`src/rtl/debouncer.sv`:
```
// Push-button / switch debouncer.
// The raw level is normalised to "1 = pressed", brought into the clock
// domain by a two-flop synchronizer, and accepted only after it has stayed
// at the new value for STABLE_CYCLES consecutive synchronized samples.
module debouncer #(
  parameter int unsigned STABLE_CYCLES = 500000,
  parameter bit          ACTIVE_LOW    = 1'b1
) (
  input  logic clk,
  input  logic rst,
  input  logic btn_raw,
  output logic db_level,
  output logic busy
);

  localparam int unsigned     CNT_W    = $clog2(STABLE_CYCLES) + 1;
  localparam logic [CNT_W-1:0] CNT_ONE  = CNT_W'(1);
  localparam logic [CNT_W-1:0] CNT_LAST = CNT_W'(STABLE_CYCLES - 1);

  // Reject qualification windows that are too short to debounce or too wide for the counter.
  generate
    if (STABLE_CYCLES < 2 || STABLE_CYCLES > 32'd16777216) begin : g_bad_stable_cycles
      $error("debouncer: STABLE_CYCLES must be in [2, 2**24]");
    end
  endgenerate

  typedef enum logic [1:0] {
    REL_STABLE = 2'd0,
    PRESS_WAIT = 2'd1,
    PRS_STABLE = 2'd2,
    REL_WAIT   = 2'd3
  } state_e;

  state_e           state_q, state_d;
  logic [CNT_W-1:0] cnt_q, cnt_d;
  logic             sync1_q, sync2_q;
  logic             db_level_q, db_level_d;
  logic             busy_q, busy_d;
  logic             norm_c;

  assign norm_c = btn_raw ^ ACTIVE_LOW;

  // Two-flop synchronizer on the normalised (1 = pressed) level.
  always_ff @(posedge clk) begin
    if (rst) begin
      sync1_q <= 1'b0;
      sync2_q <= 1'b0;
    end else begin
      sync1_q <= norm_c;
      sync2_q <= sync1_q;
    end
  end

  // State, qualification counter and registered Moore outputs.
  always_ff @(posedge clk) begin
    if (rst) begin
      state_q    <= REL_STABLE;
      cnt_q      <= '0;
      db_level_q <= 1'b0;
      busy_q     <= 1'b0;
    end else begin
      state_q    <= state_d;
      cnt_q      <= cnt_d;
      db_level_q <= db_level_d;
      busy_q     <= busy_d;
    end
  end

  // Next state: a change must hold for STABLE_CYCLES samples; any opposite sample aborts.
  always_comb begin
    state_d = state_q;
    cnt_d   = '0;
    case (state_q)
      REL_STABLE: begin
        if (sync2_q) begin
          state_d = PRESS_WAIT;
          cnt_d   = CNT_ONE;
        end
      end
      PRESS_WAIT: begin
        if (!sync2_q) begin
          state_d = REL_STABLE;
        end else if (cnt_q == CNT_LAST) begin
          state_d = PRS_STABLE;
        end else begin
          cnt_d = cnt_q + CNT_ONE;
        end
      end
      PRS_STABLE: begin
        if (!sync2_q) begin
          state_d = REL_WAIT;
          cnt_d   = CNT_ONE;
        end
      end
      REL_WAIT: begin
        if (sync2_q) begin
          state_d = PRS_STABLE;
        end else if (cnt_q == CNT_LAST) begin
          state_d = REL_STABLE;
        end else begin
          cnt_d = cnt_q + CNT_ONE;
        end
      end
      default: begin
        state_d = REL_STABLE;
      end
    endcase
    // Outputs are decoded from the next state so they register alongside it.
    db_level_d = (state_d == PRS_STABLE) || (state_d == REL_WAIT);
    busy_d     = (state_d == PRESS_WAIT) || (state_d == REL_WAIT);
  end

  assign db_level = db_level_q;
  assign busy     = busy_q;

endmodule
```
`config.mk`:
```
export PLATFORM = sky130hd
export DESIGN_NAME = debouncer
export DESIGN_NICKNAME = d
export VERILOG_FILES = /design/src/rtl/debouncer.sv
export SDC_FILE = /design/constraint.sdc
export NUM_CORES = 1
export LEC_CHECK = 0
export BUFFER_PORTS_ARGS = -buffer_cell sky130_fd_sc_hd__buf_4
export CORE_MARGIN = 1
export CORE_UTILIZATION = 45
export CTS_BUF_LIST = sky130_fd_sc_hd__clkbuf_4 sky130_fd_sc_hd__clkbuf_8
export CTS_CLUSTER_DIAMETER = 80
export DETAILED_ROUTE_END_ITERATION = 10
export GPL_TIMING_DRIVEN = 0
export SLEW_MARGIN = 20
export SYNTH_ARGS = -nofsm -noshare
export SYNTH_HDL_FRONTEND = slang
export SYNTH_SLANG_ARGS = --single-unit
```
`constraint.sdc`:
```
create_clock -name clk -period 3.5 [get_ports clk]
set_clock_uncertainty 0.05 [all_clocks]
set_input_delay 0.35 -clock clk [delete_from_list [all_inputs] [get_ports clk]]
set_output_delay 0.35 -clock clk [all_outputs]
set_load 0.1 [all_outputs]
```
==> flow_metrics.tcl <==
set metrics [dict create \
    seqPwrFrac_pct 67.4 \
    start_util_pct 49.4 \
    min_period_ns 2.04 \
    worst_pin_slew_ns 0.421 \
    routedWlPerCell_um 12.8 \
    yosys_warnings 0 \
    dpl_worst_slack_ns 1.46 \
    path_clk_slew_ns 0.12 \
    fp.dieH_um 52.0 \
    crit_path_max_fanout 10 \
    vdd_drop_max_v 0.000302 \
    cts-root-buf "clkbuf_4" \
    dieWidth_um 52.0 \
    crit_path_end_kind "register" \
    synth.avg_cell_area_um2 9.29 \
    rows 17 \
    setup_tns_ns 0 \
    critPathLaunchType "register" \
    syn_nets 125 \
    switching_share_pct 22.1 \
    core_area_um2 2280 \
    synth_seq_cells 25 \
    clk_latency_ns 0.33 \
    cts_buffers 3 \
    clock_path_buffers 2 \
    syn_area_um2 1120 \
    placed_cell_area_um2 1190 \
    antenna_found_initial 0 \
    hold_buffers 0 \
    syn_to_final_growth_pct 8.24 \
    max_freq_ghz 0.490 \
    drtIter0Drc 7 \
    track_usage_pct 18.1 \
    vias_per_cell 5.47 \
    vias 859 \
    final_cell_area_um2 1220 \
    portBuffers 4 \
    setup_ws_ns 1.46 \
    routed_wl_um 2010 \
    antenna_left 0 \
    drcViolationCount 0 \
    htreeDepth 1 \
    antenna_cells 0 \
    drive_gt1_share_pct 11.6 \
    netSwitchingPower_w 0.0000943 \
    dp_hpwl_um 1440 \
    arrival_ns 2.22 \
    cts_tree "done" \
    synth_cell_type_count 33 \
    setup_viol 0 \
    final_cell_mix "25 x dfxtp_1, 18 x nor2_1, 9 x nand4_1, 9 x xor2_1" \
    worst_hold_path_type "input port to register" \
    max_cap_viol_count 0 \
    gp_congestion 0.740 \
    grt_max_degree 15 \
    rsz0062_at_grt "no" \
    hold_ws_ns 0.114 \
    overflow 0 \
    clkSinkCount 25 \
    hold_viol_final 0 \
    relSlewSlack_pct 71.6 \
    fin_nets 134 \
    pwr-share-clk_pct 30.7 \
    dieArea_um2 2700 \
    final_common_cell "dfxtp_1" \
    post-cts-setup-buffers 0 \
    power_density_nw_per_um2 351 \
    fin_total_pwr_w 0.000427 \
    ctsResizeCount 0 \
    worstSetupPathType "register to register" \
    p_int_w 0.000333 \
    slew_violations 0 \
    grt_pass1_wl_um 3560 \
    static-leakage-power_nw 0.357 \
    io_pins 5 \
    worstPathRequired_ns 3.68 \
    yosysSeqAreaShare_pct 44.5 \
    combinationalPowerShare_pct 2.0 \
    status "complete, no violations" \
    post-route-period-util_pct 58.4 \
    dr.pass1.iters 4 \
    grt_pass1_vias 799 \
    netlist_instances 121 \
]
[path summary, 6_finish.rpt]
kind | startpoint | endpoint | slack [ns] | cells past startpoint
setup / recovery | cnt_q[12] | cnt_q[10] | 1.46 | 5
hold / removal | btn_raw | sync1_q | 0.11 | 2
setup reg to reg | cnt_q[12] | cnt_q[10] | 1.46 | 5
hold reg to reg | sync1_q | sync2_q | 0.41 | 1
[cell type report]
type	instances	area, um2
tap	28	35.0
buffer	5	37.5
multi-input combinational	89	578
clock buffer	3	22.5
inverter	2	7.51
fill	221	1060
clock inverter	1	5.00
sequential	25	500
timing repair buffer	4	30.0
[per-layer routing]
layer / part of all wire, % / track usage [%] / routed length, um
met1: 51 / 23.9 / 1020
met2: 43 / 27.1 / 868
met3: 4.6 / 6.14 / 92
met4: 1.5 / 6.76 / 30
met5: 0 / 0 / 0
[critical path, cell delays in order, from the launching register on]
cell and delay (ns):
dfxtp_1 0.36, or4b_1 0.52, or3_4 0.43, o211ai_4 0.35
buf_8 0.19, nor2_1 0.05
[per-stage QoR]
| stage | std cells | util (%) |
|---|---|---|
| after floorplan | 121 | - |
| after global placement | 153 | 52.2 |
| after detailed placement | 153 | 52.2 |
| after CTS | 157 | 53.4 |
| after global routing | 157 | 53.4 |
| final | 157 | 53.4 |
[cells by family after synthesis]
logic type,count (synthesis),share of synthesized area [%]
and+or+nand+nor,61,30.2
buffers and inverters,7,4.01
DFF,25,44.5
xor gates and xnor gates,15,11.7
AOI/OAI and AO/OA,12,8.46
adders and majority gates,1,1.11
[state kept, by name, summed over array words and instances, names as in the netlist]
| signal | cells |
|---|---|
| busy | 1 |
| state_q | 2 |
| sync2_q | 1 |
| cnt_q | 20 |
| sync1_q | 1 |
[power by group through the flow]
stage          combinational, W  clock, W  sequential, W
6_report             0.00000838  0.000131       0.000288
5_1_grt              0.00000902  0.000150       0.000288
4_1_cts              0.00000845  0.000139       0.000288
3_5_place_dp         0.00000844         0       0.000294
3_3_place_gp         0.00000821         0       0.000294
2_1_floorplan        0.00000274         0       0.000296
[cells in the mapped netlist]
cell | count | area (um2)
a2111oi_0 | 1 | 8.76
a21oi_1 | 4 | 20.0
and2_1 | 1 | 6.26
and3_1 | 1 | 6.26
and4_1 | 2 | 17.5
and4_2 | 1 | 10.0
buf_6 | 1 | 11.3
buf_8 | 1 | 15.0
clkbuf_1 | 3 | 11.3
dfxtp_1 | 25 | 500
ha_1 | 1 | 12.5
inv_1 | 2 | 7.51
nand2_1 | 6 | 22.5
nand3_1 | 5 | 25.0
nand3_2 | 1 | 10.0
nand4_1 | 9 | 56.3
nor2_1 | 18 | 67.6
nor2b_1 | 1 | 6.26
nor3_1 | 5 | 25.0
nor4_1 | 2 | 12.5
nor4b_1 | 2 | 17.5
o211ai_4 | 1 | 21.3
o21a_1 | 1 | 7.51
o21ai_0 | 1 | 5.00
o21ba_2 | 1 | 10.0
o31ai_1 | 3 | 22.5
or2_0 | 1 | 6.26
or3_1 | 1 | 6.26
or3_4 | 1 | 11.3
or4_1 | 3 | 22.5
or4b_1 | 1 | 10.0
xnor2_1 | 6 | 52.6
xor2_1 | 9 | 78.8
Note: power is estimated with default switching activity, not from simulation.
